<file path="src/rtl/mux_n_reg.sv">
// ---------------------------------------------------------------------------
// mux_n_reg
//
// Registered N-channel multiplexer with a valid/ready output stage. Each
// accepted beat picks one channel of in_bus. The channel comes either from the
// sel input (direct mode) or from an internal round-robin scan pointer (scan
// mode). The selected slice is registered, together with its channel index and
// an error flag. The error flag marks a direct select that names a channel
// which does not exist; such a beat carries zero data.
//
// Ports
//   clk        in   single clock, rising edge
//   reset      in   synchronous active-high reset
//   in_bus     in   WIDTH*CHANNELS packed data, channel k at [k*WIDTH +: WIDTH]
//   sel        in   SEL_W direct-mode channel select
//   mode       in   0 = direct select, 1 = round-robin scan
//   scan_clr   in   synchronous clear of the scan pointer
//   in_valid   in   request to capture one beat
//   in_ready   out  a beat can be accepted this cycle
//   out        out  WIDTH registered selected data
//   out_ch     out  SEL_W channel index that produced out
//   out_err    out  beat carried an out-of-range direct select
//   out_valid  out  out/out_ch/out_err hold a valid beat
//   out_ready  in   downstream accepts the current beat
// ---------------------------------------------------------------------------
module mux_n_reg #(
  parameter int WIDTH    = 16,
  parameter int CHANNELS = 4,
  parameter int SEL_W    = 2
) (
  input  logic                      clk,
  input  logic                      reset,
  input  logic [WIDTH*CHANNELS-1:0] in_bus,
  input  logic [SEL_W-1:0]          sel,
  input  logic                      mode,
  input  logic                      scan_clr,
  input  logic                      in_valid,
  output logic                      in_ready,
  output logic [WIDTH-1:0]          out,
  output logic [SEL_W-1:0]          out_ch,
  output logic                      out_err,
  output logic                      out_valid,
  input  logic                      out_ready
);

  // Channel count and last channel expressed in the select domain. The count
  // carries one extra bit because CHANNELS can equal 2**SEL_W.
  localparam logic [SEL_W:0]   ChCount = CHANNELS[SEL_W:0];
  localparam logic [SEL_W-1:0] LastCh  = SEL_W'(CHANNELS - 1);

  logic [WIDTH-1:0] r_outData;
  logic [SEL_W-1:0] r_outCh;
  logic             r_outErr;
  logic             r_outValid;
  logic [SEL_W-1:0] r_scanPtr;

  logic             w_ready;
  logic             w_accept;
  logic [SEL_W-1:0] w_ch;
  logic             w_inRange;
  logic [WIDTH-1:0] w_sliceData;

  // The output register can take a new beat when it is empty or when its
  // current beat leaves in this same cycle. This gives one beat per cycle.
  assign w_ready  = !r_outValid || out_ready;
  assign w_accept = in_valid && w_ready && !reset;

  // Pick the effective channel. In scan mode the pointer is always in range.
  // In direct mode sel may point past the last channel when CHANNELS is not a
  // power of two.
  assign w_ch      = mode ? r_scanPtr : sel;
  assign w_inRange = ({1'b0, w_ch} < ChCount);

  // Decode the selected slice with an explicit compare per channel. An
  // index that names no channel matches nothing, so the data falls back to
  // zero.
  always_comb begin
    w_sliceData = '0;
    for (int k = 0; k < CHANNELS; k++) begin
      if (w_ch == SEL_W'(k)) begin
        w_sliceData = in_bus[k*WIDTH +: WIDTH];
      end
    end
  end

  // Output stage. An accepted beat always overwrites the register. If no beat
  // is accepted, a beat that the downstream takes only drops valid. The data
  // fields keep their last value so a late reader still sees them.
  always_ff @(posedge clk) begin
    if (reset) begin
      r_outData  <= '0;
      r_outCh    <= '0;
      r_outErr   <= 1'b0;
      r_outValid <= 1'b0;
    end else if (w_accept) begin
      r_outData  <= w_inRange ? w_sliceData : '0;
      r_outCh    <= w_ch;
      r_outErr   <= !w_inRange;
      r_outValid <= 1'b1;
    end else if (out_ready) begin
      r_outValid <= 1'b0;
    end
  end

  // Scan pointer. A clear wins over an advance in the same cycle. The beat
  // accepted in that cycle has already used the old pointer value through
  // w_ch. The pointer moves only on beats accepted in scan mode.
  always_ff @(posedge clk) begin
    if (reset) begin
      r_scanPtr <= '0;
    end else if (scan_clr) begin
      r_scanPtr <= '0;
    end else if (w_accept && mode) begin
      r_scanPtr <= (r_scanPtr == LastCh) ? '0 : r_scanPtr + SEL_W'(1);
    end
  end

  assign in_ready  = w_ready;
  assign out       = r_outData;
  assign out_ch    = r_outCh;
  assign out_err   = r_outErr;
  assign out_valid = r_outValid;

endmodule

</file>
<file path="config.mk">
export PLATFORM = sky130hd
export DESIGN_NAME = mux_n_reg
export DESIGN_NICKNAME = d
export VERILOG_FILES = /design/src/rtl/mux_n_reg.sv
export SDC_FILE = /design/constraint.sdc
export NUM_CORES = 1
export LEC_CHECK = 0
export CORE_UTILIZATION = 30
export DETAILED_ROUTE_END_ITERATION = 16
export PLACE_DENSITY = 0.72
export SYNTH_ARGS = -nofsm -noshare
export SYNTH_HDL_FRONTEND = slang
export SYNTH_SLANG_ARGS = --single-unit
</file>
<file path="constraint.sdc">
create_clock -name clk -period 2 [get_ports clk]
set_input_delay 0.2 -clock clk [delete_from_list [all_inputs] [get_ports clk]]
set_output_delay 0.2 -clock clk [all_outputs]
set_load 0.05 [all_outputs]
</file>
# After elaboration in Yosys (flattened, before gate mapping)
# Cells that the tools add are included.
[totals]
in_bits = 72
word_cells = 26
reg_bits = 21
output_inout_bits = 21
[classes]
reduce_logical = 9
add_sub_neg = 1
n_eq_ne = 4
n_mux = 8
[ops]
columns = ["operator", "n"]
rows = [
  ["16-bit two-way mux", 4],
  ["2-bit == test (second input constant)", 3],
  ["2-bit two-way mux", 2],
  ["1-bit logical AND", 3],
  ["2-bit by 1-bit adder with 2-bit output (second input constant)", 1],
  ["2-bit by 1-bit == test with 1-bit output (second input constant)", 1],
  ["1-bit logical NOT", 2],
  ["2-bit logical NOT", 1],
  ["1-bit two-way mux", 2],
  ["2-bit nonzero test", 1],
  ["2-bit OR reduction", 1],
  ["1-bit logical OR", 1],
]

# Depth between registers and ports, before layout
# Gate-level depths: netlist of the first run.
[depth]
depth_word = 6
depth_mapped = 7
depth_no_buf = 4

# Worst setup path before layout of the first run
# No wires, ideal clock.
[synth_timing]
path_kind = "register to register"
start = "register r_outValid, in the netlist out_valid"
end = "register r_outData[0], in the netlist out[0]"
t_arrival_ps = 1759
setup_slack_ps = 124
setup_ps = 117
path_stages_with_launch = 8
t_required_ps = 1883
period_less_slack_ps = 1876
path_buffers = 3
path_cell_list = "dfxtp_1 nand2b_1 buf_2 and2_1 clkbuf_1 nor2_1 buf_2 a32o_1"
[synth_via]
elab_chain_len = 4
[synth_lines]
columns = ["item", "line_no", "source"]
rows = [
  ["start, declared", "54", "logic r_outValid;"],
  ["start signal, assigned", "94", "r_outValid <= 1'b0;"],
  ["start signal, assigned", "99", "r_outValid <= 1'b1;"],
  ["start signal, assigned", "101", "r_outValid <= 1'b0;"],
  ["1-bit logical NOT", "65", "assign w_ready = !r_outValid || out_ready;"],
  ["1-bit logical OR", "65", ""],
  ["named net in_ready", "38", "output logic in_ready,"],
  ["1-bit logical AND (2 in series)", "66", "assign w_accept = in_valid && w_ready && !reset;"],
  ["end signal, assigned", "96", "r_outData <= w_inRange ? w_sliceData : '0;"],
  ["end, declared", "51", "logic [WIDTH-1:0] r_outData;"],
]
# The timed path passes the listed nets, and every way through them passes these cells.
# A chain may end at the register's enable or synchronous reset.

# Worst setup path after layout of the first run
[layout_timing]
start = "input mode"
end = "register r_outData[6], in the netlist out[6]"
[layout_via]
elab_chain_len = 6
word_cells_on_any_way = 9
cone_classes = "3 x eq/ne; 5 x mux; 1 x reduce/logical"
[layout_lines]
columns = ["item", "line_no", "source"]
rows = [
  ["start, declared", "35", "input logic mode,"],
  ["2-bit two-way mux *", "71", "assign w_ch = mode ? r_scanPtr : sel;"],
  ["2-bit logical NOT", "80", "if (w_ch == SEL_W'(k)) begin"],
  ["16-bit two-way mux (3 in series)", "80", ""],
  ["16-bit two-way mux *", "80", ""],
]
# Mark *: on every way between the ends. The rest lies on a longest branch, timed or not.

==> flow_metrics.env, run 1 <==
export IMPL_place_hpwl_um=3250
export IMPL_internal_power_uw=832
export IMPL_first_iter_violations=43
export IMPL_slew_limit_headroom=0.416
export IMPL_global_route_usage_total=0.181
export IMPL_p_seq_frac=0.380
export IMPL_cp_capture_type="flip-flop"
export IMPL_met1_length_um=1780
export IMPL_route_detailed_drc=0
export IMPL_fp_dieW_um=67.3
export IMPL_cp_required_ns=2.15
export IMPL_yosysUniqueCellTypes=30
export IMPL_period_share=0.868
export IMPL_uppermost_layer_routed="met4"
export IMPL_ys_warn_count=0
export IMPL_place_port_buffers=91
export IMPL_hold_path_class="reg -> reg"
export IMPL_pin_count_of_the_biggest_net_entering_global_routing=17
export IMPL_syn_nets=223
export IMPL_numClockSinks=21
export IMPL_final_nets=318
export IMPL_fp_coreArea_um2=4060
export IMPL_critPathArrivalTime_ns=1.89
export IMPL_final_setup_viol_count=0
export IMPL_detailedRoute_firstPassIterationCount=6
export IMPL_finalWeightedCongestion=0.842
export IMPL_ir_worst_vdd_mv=0.252
export IMPL_max_freq_ghz=0.576
export IMPL_cts_hold_buffers=0
export IMPL_avgViaCountPerCell=5.11
export IMPL_finalCriticalPeriod_ns=1.74
export IMPL_route_detailed_wl_per_inst_um=14.2
export IMPL_final_hold_violation_count=0
export IMPL_worst_r2r_startpoint="out_valid$_SDFFE_PP0P_"
export IMPL_worstHoldStart="out[6]$_SDFFE_PP0P_"
export IMPL_antenna_violations_before_repair=0
export IMPL_clock_insertion_delay_worst_skew_ns=0.26
export IMPL_mappedNetlistArea_um2=1280
export IMPL_gr_total_overflow=0
export IMPL_final_seq_area_um2=420
export IMPL_setup_repair_after_global_routing_missed_its_margin="no"
export IMPL_ctsHtreeMaxLevel=1
export IMPL_initial_cell_density_of_the_core=0.315
export IMPL_final_max_slew_viol_count=0
export IMPL_synth_top_cells_by_area="sky130_fd_sc_hd__dfxtp_1 33%, sky130_fd_sc_hd__a32o_1 9.4%, sky130_fd_sc_hd__nand2_1 8.8%, sky130_fd_sc_hd__o22a_1 6.9%, sky130_fd_sc_hd__mux2i_1 5.5%"
export IMPL_detailroute_wirelength_met2_um=2120
export IMPL_netSwitchingPower_uw=387
export IMPL_via_count=1503
export IMPL_static_leakage_power_nw=0.869
export IMPL_numPlacedInstances=290
export IMPL_num_rows=23
export IMPL_numCtsBuffers=3
export IMPL_pin_count=93
export IMPL_ctsRootBufferMaster="sky130_fd_sc_hd__clkbuf_8"
export IMPL_synth_seq_area_share=0.329
export IMPL_final_design_area_no_fill_um2=2320
export IMPL_critical_path_class="in -> reg"
export IMPL_grt_first_pass_wirelength_um=6170
export IMPL_layout_filler_cells=386
export IMPL_power_switching_share=0.318
export IMPL_cts_repair_resized=0
export IMPL_yosys_area_top_type="sky130_fd_sc_hd__dfxtp_1"
export IMPL_final_instance_count_excl_fill=294
export IMPL_tritoncts="built"
export IMPL_postLayoutCoreUtil=0.572
export IMPL_ant_nets=0
export IMPL_post_route_cells_drive_above_1_share=0.102
export IMPL_worst_setup_hold_path_clk_slew_ns=0.08
export IMPL_critical_path_peak_fanout=12
export IMPL_postSynthRegisterBits=21
export IMPL_worst_pin_slew_ns=0.873
export IMPL_met3_length_um=234
export IMPL_area_delta_synth_final_pct=81.7
export IMPL_clock_tree_buffer_depth=2
export IMPL_cts_repair_timing_setup_buffer_count=0
export IMPL_design_die_area_um2=4520
export IMPL_post_synth_cell_area_avg_um2=8.52
export IMPL_number_of_global_route_vias_before_repair=1338
export IMPL_die_h_um=67.3
export IMPL_crit_path_start_kind="input pin"
export IMPL_antennaDiodeCount=0
export IMPL_status="complete, no violations"
export IMPL_multiInputGateArea_um2=781
export IMPL_setup_tns_final_ns=0
export IMPL_routed_wirelength_um=4170
export IMPL_pwr_share_clk=0.232
export IMPL_cp_startpoint="mode"
export IMPL_yosysTopAreaCellShare=0.329
export IMPL_p_per_area_nw_per_um2=525
export IMPL_finalHoldWorstSlack_ns=0.467
export IMPL_finClkSkew_ns=0.00743
export IMPL_max_cap_violations=0
export IMPL_post_synth_inst_count=150
export IMPL_p_comb_frac=0.389
export IMPL_post_dp_cell_area_um2=2270
path summary, 6_finish.rpt:
path / to / slack (ns) / cells after the start
worst max-delay path: out[6]$_SDFFE_PP0P_ / 0.26 / 5
worst min-delay path: out[6]$_SDFFE_PP0P_ / 0.47 / 1
worst max register to register: out[10]$_SDFFE_PP0P_ / 0.41 / 4
worst min register to register: out[6]$_SDFFE_PP0P_ / 0.47 / 1
layout by cell type, fill, tap and decap left out, types with 2 or more instances in the layout:
cell type	Yosys	layout
sky130_fd_sc_hd__mux2i_1	7	7
sky130_fd_sc_hd__clkbuf_8	0	3
sky130_fd_sc_hd__nor2_1	4	4
sky130_fd_sc_hd__buf_4	1	11
sky130_fd_sc_hd__o22a_2	2	2
sky130_fd_sc_hd__nand3_1	14	14
sky130_fd_sc_hd__nand2_1	30	30
sky130_fd_sc_hd__a211oi_1	3	3
sky130_fd_sc_hd__a311oi_1	4	4
sky130_fd_sc_hd__a32o_1	12	12
sky130_fd_sc_hd__dfxtp_1	21	21
sky130_fd_sc_hd__inv_1	2	2
sky130_fd_sc_hd__a21o_1	4	4
sky130_fd_sc_hd__a21boi_0	4	4
sky130_fd_sc_hd__clkdlybuf4s50_1	0	90
sky130_fd_sc_hd__a41oi_1	4	4
sky130_fd_sc_hd__nand3b_1	2	2
sky130_fd_sc_hd__a21o_2	4	4
sky130_fd_sc_hd__o22a_1	10	10
sky130_fd_sc_hd__and2_1	2	2
kinds of logic after synthesis:
| kind of cell | Yosys count | synth area share |
|---|---|---|
| AO/OA/AOI/OAI | 48 | 0.329 |
| adder cells (fa/ha/maj) | 1 | 0.00979 |
| buffers and inverters | 14 | 0.0598 |
| flip-flops | 21 | 0.329 |
| multiplexers | 8 | 0.0637 |
| other | 1 | 0.00294 |
| AND/OR/NAND/NOR | 57 | 0.206 |
critical path, stage by stage:
cell and delay (ns):
sky130_fd_sc_hd__clkdlybuf4s50_1 0.53, sky130_fd_sc_hd__or3b_4 0.47, sky130_fd_sc_hd__and2_4 0.23, sky130_fd_sc_hd__o22a_2 0.24
sky130_fd_sc_hd__a32o_1 0.23
power groups by stage:
stage | clock, mW | sequential (mW) | combinational, mW
after floorplan | 0 | 0.569 | 0.139
after global placement | 0 | 0.472 | 0.472
after detailed placement | 0 | 0.472 | 0.474
after CTS | 0.284 | 0.463 | 0.476
after global routing | 0.309 | 0.466 | 0.501
final | 0.283 | 0.462 | 0.474
Yosys cell counts:
library cell                n
sky130_fd_sc_hd__a311oi_1   4
sky130_fd_sc_hd__a21boi_0   4
sky130_fd_sc_hd__or3b_4     1
sky130_fd_sc_hd__a21o_2     4
sky130_fd_sc_hd__o22a_1    10
sky130_fd_sc_hd__mux2_2     1
sky130_fd_sc_hd__buf_6      2
sky130_fd_sc_hd__inv_1      2
sky130_fd_sc_hd__buf_2      4
sky130_fd_sc_hd__a211oi_1   3
sky130_fd_sc_hd__conb_1     1
sky130_fd_sc_hd__and2_1     2
sky130_fd_sc_hd__buf_4      1
sky130_fd_sc_hd__dfxtp_1   21
sky130_fd_sc_hd__and2_4     1
sky130_fd_sc_hd__nand3b_1   2
sky130_fd_sc_hd__or3_1      1
sky130_fd_sc_hd__a32o_1    12
sky130_fd_sc_hd__nand2b_1   1
sky130_fd_sc_hd__a21oi_1    1
sky130_fd_sc_hd__nand3_1   14
sky130_fd_sc_hd__nor2_1     4
sky130_fd_sc_hd__o22a_2     2
sky130_fd_sc_hd__clkbuf_1   5
sky130_fd_sc_hd__a41oi_1    4
sky130_fd_sc_hd__a21o_1     4
sky130_fd_sc_hd__ha_1       1
sky130_fd_sc_hd__nor3_1     1
sky130_fd_sc_hd__nand2_1   30
sky130_fd_sc_hd__mux2i_1    7
cell type report:
| class | count | area share |
|---|---|---|
| Timing Repair Buffer | 102 | 0.432 |
| Clock buffer | 3 | 0.0178 |
| Sequential cell | 21 | 0.181 |
| Clock inverter | 1 | 0.00216 |
| Multi-Input combinational cell | 115 | 0.336 |
| Tap cell | 50 | 0.0270 |
| Inverter | 2 | 0.00323 |
registers in the layout, indices dropped and copies added, names as in the netlist:
signal     cells
out           16
out_ch         2
out_valid      1
r_scanPtr      2
per-stage QoR:
stage	total power [mW]	setup slack, ns
after floorplan	0.709	0.124
after global placement	0.944	0.0262
after detailed placement	0.946	0.000532
after CTS	1.22	0.274
after global routing	1.28	0.220
final	1.22	0.263
per-layer routing:
layer | up-vias | global-route usage
met1 | 697 | 0.226
met4 | 0 | 0.0479
li1 | 755 | -
met2 | 49 | 0.321
met3 | 2 | 0.0253
met5 | - | 0
(Power assumes the default switching activity.)
==> run 2, diff against run 1 <==
--- a/config.mk
+++ b/config.mk
@@ -5,9 +5,9 @@
 export SDC_FILE = /design/constraint.sdc
 export NUM_CORES = 1
 export LEC_CHECK = 0
-export CORE_UTILIZATION = 30
+export CORE_UTILIZATION = 31
 export DETAILED_ROUTE_END_ITERATION = 16
-export PLACE_DENSITY = 0.72
+export PLACE_DENSITY = 0.77
 export SYNTH_ARGS = -nofsm -noshare
 export SYNTH_HDL_FRONTEND = slang
 export SYNTH_SLANG_ARGS = --single-unit
==> constraint.sdc (replaced) <==
create_clock -name clk -period 1.5 [get_ports clk]
set_input_delay 0.15 -clock clk [delete_from_list [all_inputs] [get_ports clk]]
set_output_delay 0.15 -clock clk [all_outputs]
set_load 0.05 [all_outputs]
==> flow_metrics.env, run 2 (synthesis gave the netlist of run 1 again) <==
export IMPL_pin_count_of_the_biggest_net_entering_global_routing=17
export IMPL_cts_hold_buffers=0
export IMPL_place_port_buffers=91
export IMPL_layout_cells_most_common_list="68 x sky130_fd_sc_hd__clkdlybuf4s50_1, 38 x sky130_fd_sc_hd__buf_4, 30 x sky130_fd_sc_hd__nand2_1, 18 x sky130_fd_sc_hd__dfxtp_1, 14 x sky130_fd_sc_hd__nand3_1"
export IMPL_route_detailed_wl_per_inst_um=14.9
export IMPL_max_cap_violations=0
export IMPL_area_delta_synth_final_pct=85.8
export IMPL_finalHoldWorstSlack_ns=0.448
export IMPL_numPlacedInstances=295
export IMPL_timing_reg2reg_setup_slack_ns=0.06
export IMPL_die_h_um=66.2
export IMPL_period_share=0.957
export IMPL_ctsHtreeMaxLevel=1
export IMPL_numCtsBuffers=3
export IMPL_via_count=1557
export IMPL_static_leakage_power_nw=0.952
export IMPL_detailedRoute_firstPassIterationCount=4
export IMPL_final_hold_violation_count=0
export IMPL_worst_r2r_end="out[7]$_SDFFE_PP0P_"
export IMPL_first_iter_violations=47
export IMPL_slew_limit_headroom=0.632
export IMPL_status="complete, no violations"
export IMPL_avgViaCountPerCell=5.17
export IMPL_gr_total_overflow=0
export IMPL_routed_wirelength_um=4490
export IMPL_worst_pin_slew_ns=0.552
export IMPL_worstHoldStart="scan_clr"
export IMPL_grt_first_pass_wirelength_um=7110
export IMPL_design_die_area_um2=4380
export IMPL_pin_count=93
export IMPL_num_rows=22
export IMPL_crit_path_start_kind="flip-flop"
export IMPL_antennaDiodeCount=0
export IMPL_tritoncts="built"
export IMPL_critical_path_class="reg -> reg"
export IMPL_ctsRootBufferMaster="sky130_fd_sc_hd__clkbuf_8"
export IMPL_cp_capture_type="flip-flop"
export IMPL_cp_startpoint="r_scanPtr[1]$_SDFFE_PP0P_"
export IMPL_finalCriticalPeriod_ns=1.44
export IMPL_final_setup_viol_count=0
export IMPL_finClkSkew_ns=0.00611
export IMPL_final_max_slew_viol_count=0
export IMPL_ant_nets=0
export IMPL_critPathArrivalTime_ns=1.59
export IMPL_multiInputGateArea_um2=818
export IMPL_post_route_cells_drive_above_1_share=0.245
export IMPL_worst_r2r_startpoint="r_scanPtr[1]$_SDFFE_PP0P_"
export IMPL_hold_path_class="in -> reg"
export IMPL_hold_depth=2
export IMPL_worst_setup_hold_path_clk_slew_ns=0.08
export IMPL_finalWeightedCongestion=0.822
export IMPL_initial_cell_density_of_the_core=0.336
export IMPL_global_route_usage_total=0.215
export IMPL_final_nets=327
export IMPL_route_detailed_drc=0
export IMPL_r2r_worst_path_depth=4
export IMPL_fp_coreArea_um2=3800
export IMPL_critical_path_peak_fanout=6
export IMPL_fp_dieW_um=66.2
export IMPL_cp_required_ns=1.66
export IMPL_number_of_global_route_vias_before_repair=1561
export IMPL_number_of_flip_flops_under_the_largest_register_name=16
export IMPL_final_instance_count_excl_fill=301
export IMPL_ir_worst_vdd_mv=0.336
export IMPL_numClockSinks=21
export IMPL_clock_insertion_delay_worst_skew_ns=0.26
export IMPL_place_hpwl_um=3450
export IMPL_max_freq_ghz=0.697
export IMPL_layout_filler_cells=332
export IMPL_min_to="r_scanPtr[0]$_SDFFE_PP0P_"
export IMPL_clock_tree_buffer_depth=2
export IMPL_mostFrequentLayoutCell="sky130_fd_sc_hd__clkdlybuf4s50_1"
export IMPL_final_seq_area_um2=429
export IMPL_antenna_violations_before_repair=0
export IMPL_p_per_area_nw_per_um2=689
-- run 2: cell count changes in the layout (fill, tap and decap cells not counted), moves of 2 or more --
cell                              change
sky130_fd_sc_hd__nor2_2               +2
sky130_fd_sc_hd__a41oi_2              +3
sky130_fd_sc_hd__dfxtp_1              -3
sky130_fd_sc_hd__nor2_1               -2
sky130_fd_sc_hd__clkdlybuf4s50_1     -22
sky130_fd_sc_hd__dfxtp_4              +2
sky130_fd_sc_hd__a41oi_1              -3
sky130_fd_sc_hd__dlygate4sd2_1        +3
sky130_fd_sc_hd__buf_4               +27
-- run 2: where the power goes --
| group | switching (mW) | internal, mW | total [mW] |
|---|---|---|---|
| combinational | 0.312 | 0.328 | 0.640 |
| clock | 0.195 | 0.185 | 0.380 |
| sequential | 0.0221 | 0.594 | 0.616 |
| total | 0.528 | 1.11 | 1.64 |
-- run 2: worst max-delay path, stage by stage, from the launching register on --
cell,delay (ns)
sky130_fd_sc_hd__dfxtp_4,0.36
sky130_fd_sc_hd__nand3b_1,0.27
sky130_fd_sc_hd__and2_4,0.26
sky130_fd_sc_hd__o22a_2,0.22
sky130_fd_sc_hd__a32o_1,0.23
-- run 2: worst max path at each step --
stage / to / slack (ns) / cells past startpoint
floorplan: out[0]$_SDFFE_PP0P_ / 0.007 / 7
global placement: out[7]$_SDFFE_PP0P_ / -0.40 / 5
detailed placement: out[7]$_SDFFE_PP0P_ / -0.45 / 6
CTS: out[7]$_SDFFE_PP0P_ / 0.04 / 4
global route: out[7]$_SDFFE_PP0P_ / -0.003 / 4
finish: out[7]$_SDFFE_PP0P_ / 0.06 / 4
-- run 2: cell type report --
type	count	share of cell area
clock inverters	1	0.00211
multi-input cells	116	0.345
clock buffers	3	0.0174
flip-flops and latches	21	0.181
repair buffers	110	0.426
inverters	2	0.00316
well taps	48	0.0253
-- run 2: repair_timing --
action,4_1_cts,5_1_grt
pin swaps,0,2
endpoints found under the setup margin,16,13
setup buffers,0,1
endpoints found under the hold margin,0,0
gates resized for setup,9,4
gates cloned,1,0
-- run 2: per-stage QoR --
step / cell area (um2) / total power, mW / setup TNS (ns) / util / setup slack (ns)
final: 2370 / 1.64 / 0 / 0.625 / 0.0643
after global routing: 2370 / 1.72 / -0.00316 / 0.625 / -0.00316
after CTS: 2360 / 1.65 / 0 / 0.621 / 0.0357
after detailed placement: 2280 / 1.26 / -7.27 / 0.600 / -0.451
after global placement: 2280 / 1.26 / -6.43 / 0.600 / -0.398
after floorplan: 1290 / 0.948 / 0 / - / 0.00686
-- run 2: routing by layer --
layer	global-route usage	vias to the layer above	wire (um)	part of all wire
met2	0.403	62	2290	0.51
met4	0.0878	0	101	0.023
li1	-	775	-	-
met1	0.246	712	1810	0.40
met5	0	-	0	0
met3	0.0207	8	286	0.064
==> run 3, diff against run 2 <==
--- a/config.mk
+++ b/config.mk
@@ -7,6 +7,7 @@
 export LEC_CHECK = 0
 export CORE_UTILIZATION = 31
 export DETAILED_ROUTE_END_ITERATION = 16
+export MAX_ROUTING_LAYER = met4
 export PLACE_DENSITY = 0.77
 export SYNTH_ARGS = -nofsm -noshare
 export SYNTH_HDL_FRONTEND = slang
==> flow_metrics.env, run 3 (synthesis gave the netlist of run 1 again) <==
export IMPL_critPathMaxStageDelay_ns=0.36
export IMPL_setup_tns_final_ns=0
export IMPL_layout_cells_most_common_list="68 x sky130_fd_sc_hd__clkdlybuf4s50_1, 38 x sky130_fd_sc_hd__buf_4, 30 x sky130_fd_sc_hd__nand2_1, 18 x sky130_fd_sc_hd__dfxtp_1, 14 x sky130_fd_sc_hd__nand3_1"
export IMPL_final_instance_count_excl_fill=301
export IMPL_antenna_violations_before_repair=0
export IMPL_worst_setup_hold_path_clk_slew_ns=0.08
export IMPL_via_count=1554
export IMPL_netSwitchingPower_uw=528
export IMPL_period_share=0.960
export IMPL_final_setup_viol_count=0
export IMPL_timing_critical_path_slowest_stage_cell="sky130_fd_sc_hd__dfxtp_4"
export IMPL_pwr_share_clk=0.232
export IMPL_ant_nets=0
export IMPL_number_of_flip_flops_under_the_largest_register_name=16
export IMPL_place_hpwl_um=3450
export IMPL_p_seq_frac=0.377
export IMPL_worstPathBufferInverterCount=0
export IMPL_finalCriticalPeriod_ns=1.44
export IMPL_timing_critical_path_max_delay_family="simple AND/OR/NAND/NOR gates"
export IMPL_grt_first_pass_wirelength_um=7120
export IMPL_crit_chain="nand3b_1 -> and2_4 -> o22a_2 -> a32o_1"
export IMPL_gr_total_overflow=0
export IMPL_p_comb_frac=0.391
export IMPL_setup_ws_ns=0.0598
export IMPL_antennaDiodeCount=0
export IMPL_final_max_slew_viol_count=0
export IMPL_design_die_area_um2=4380
export IMPL_ir_worst_vdd_mv=0.336
export IMPL_ctsRootBufferMaster="sky130_fd_sc_hd__clkbuf_8"
export IMPL_route_detailed_drc=0
export IMPL_critical_path_peak_fanout=6
export IMPL_power_switching_share=0.323
export IMPL_ctsHtreeMaxLevel=1
export IMPL_detailedRoute_firstPassIterationCount=4
export IMPL_max_cap_violations=0
export IMPL_clock_insertion_delay_worst_skew_ns=0.26
export IMPL_p_per_area_nw_per_um2=689
export IMPL_slew_limit_headroom=0.636
export IMPL_hold_path_class="in -> reg"
export IMPL_cp_capture_type="flip-flop"
export IMPL_mostFrequentLayoutCell="sky130_fd_sc_hd__clkdlybuf4s50_1"
export IMPL_max_freq_ghz=0.694
export IMPL_clock_tree_buffer_depth=2
export IMPL_global_route_usage_total=0.221
export IMPL_detailedPlace_worstSlack_ns=-0.451
export IMPL_critical_path_class="reg -> reg"
export IMPL_route_detailed_wl_per_inst_um=14.9
export IMPL_avgViaCountPerCell=5.16
export IMPL_finalWeightedCongestion=0.835
export IMPL_numCtsBuffers=3
export IMPL_post_route_cells_drive_above_1_share=0.245
export IMPL_internal_power_mw=1.11
export IMPL_cts_hold_buffers=0
export IMPL_cp_required_ns=1.66
export IMPL_numPlacedInstances=295
export IMPL_finClkSkew_ns=0.00617
export IMPL_first_iter_violations=56
export IMPL_status="complete, no violations"
export IMPL_tritoncts="built"
export IMPL_numClockSinks=21
export IMPL_final_nets=327
export IMPL_pin_count_of_the_biggest_net_entering_global_routing=17
export IMPL_num_rows=22
export IMPL_number_of_global_route_vias_before_repair=1558
export IMPL_routed_wirelength_um=4490
export IMPL_fp_coreArea_um2=3800
export IMPL_final_hold_violation_count=0
export IMPL_finalHoldWorstSlack_ns=0.448
export IMPL_die_h_um=66.2
export IMPL_place_port_buffers=91
export IMPL_critPathArrivalTime_ns=1.60
export IMPL_crit_path_start_kind="flip-flop"
export IMPL_initial_cell_density_of_the_core=0.336
export IMPL_static_leakage_power_nw=0.952
export IMPL_fp_dieW_um=66.2
export IMPL_postLayoutCoreUtil=0.625
export IMPL_area_delta_synth_final_pct=85.8
export IMPL_pin_count=93
export IMPL_worst_pin_slew_ns=0.545
[run 3: cell counts in the layout (fill, tap and decap cells not counted)]
Identical to the previous run, type by type.
[run 3: timing repair]
item / in CTS / in global routing
setup endpoints to repair: 16 / 13
gates cloned: 1 / 0
resized for setup: 9 / 4
setup buffers: 0 / 1
pin swaps: 0 / 2
[run 3: power by group through the flow]
stage / sequential (mW) / clock (mW) / combinational [mW]
2_1_floorplan: 0.759 / 0 / 0.189
3_3_place_gp: 0.630 / 0 / 0.627
3_5_place_dp: 0.631 / 0 / 0.633
4_1_cts: 0.618 / 0.390 / 0.643
5_1_grt: 0.623 / 0.419 / 0.682
6_report: 0.616 / 0.379 / 0.640
[run 3: layout make-up]
cell class                 instances  area (um2)
sequential                        21         429
clock buffer                       3        41.3
fill                             332        1430
tap                               48        60.1
clock inverter                     1        5.00
timing repair buffer             110        1010
multi-input combinational        116         818
inverter                           2        7.51
[run 3: path summary, 6_finish.rpt]
check,cells after the start,slack (ns),endpoint,startpoint
worst max register to register,4,0.06,out[7]$_SDFFE_PP0P_,r_scanPtr[1]$_SDFFE_PP0P_
worst min-delay path,2,0.45,r_scanPtr[0]$_SDFFE_PP0P_,scan_clr
worst min register to register,1,0.48,out[4]$_SDFFE_PP0P_,out[4]$_SDFFE_PP0P_
worst max-delay path,4,0.06,out[7]$_SDFFE_PP0P_,r_scanPtr[1]$_SDFFE_PP0P_
[run 3: stage by stage]
stage	instance area [um2]	total power [mW]
3_3_place_gp	2280	1.26
4_1_cts	2360	1.65
2_1_floorplan	1290	0.948
3_5_place_dp	2280	1.26
5_1_grt	2370	1.72
6_report	2370	1.64
[run 3: routing by layer]
metal,vias up,global-route usage,share of wire
met1,709,0.250,0.41
met2,60,0.402,0.51
met4,0,0.0878,0.022
met5,-,-,0
met3,8,0.0172,0.056
li1,777,-,-
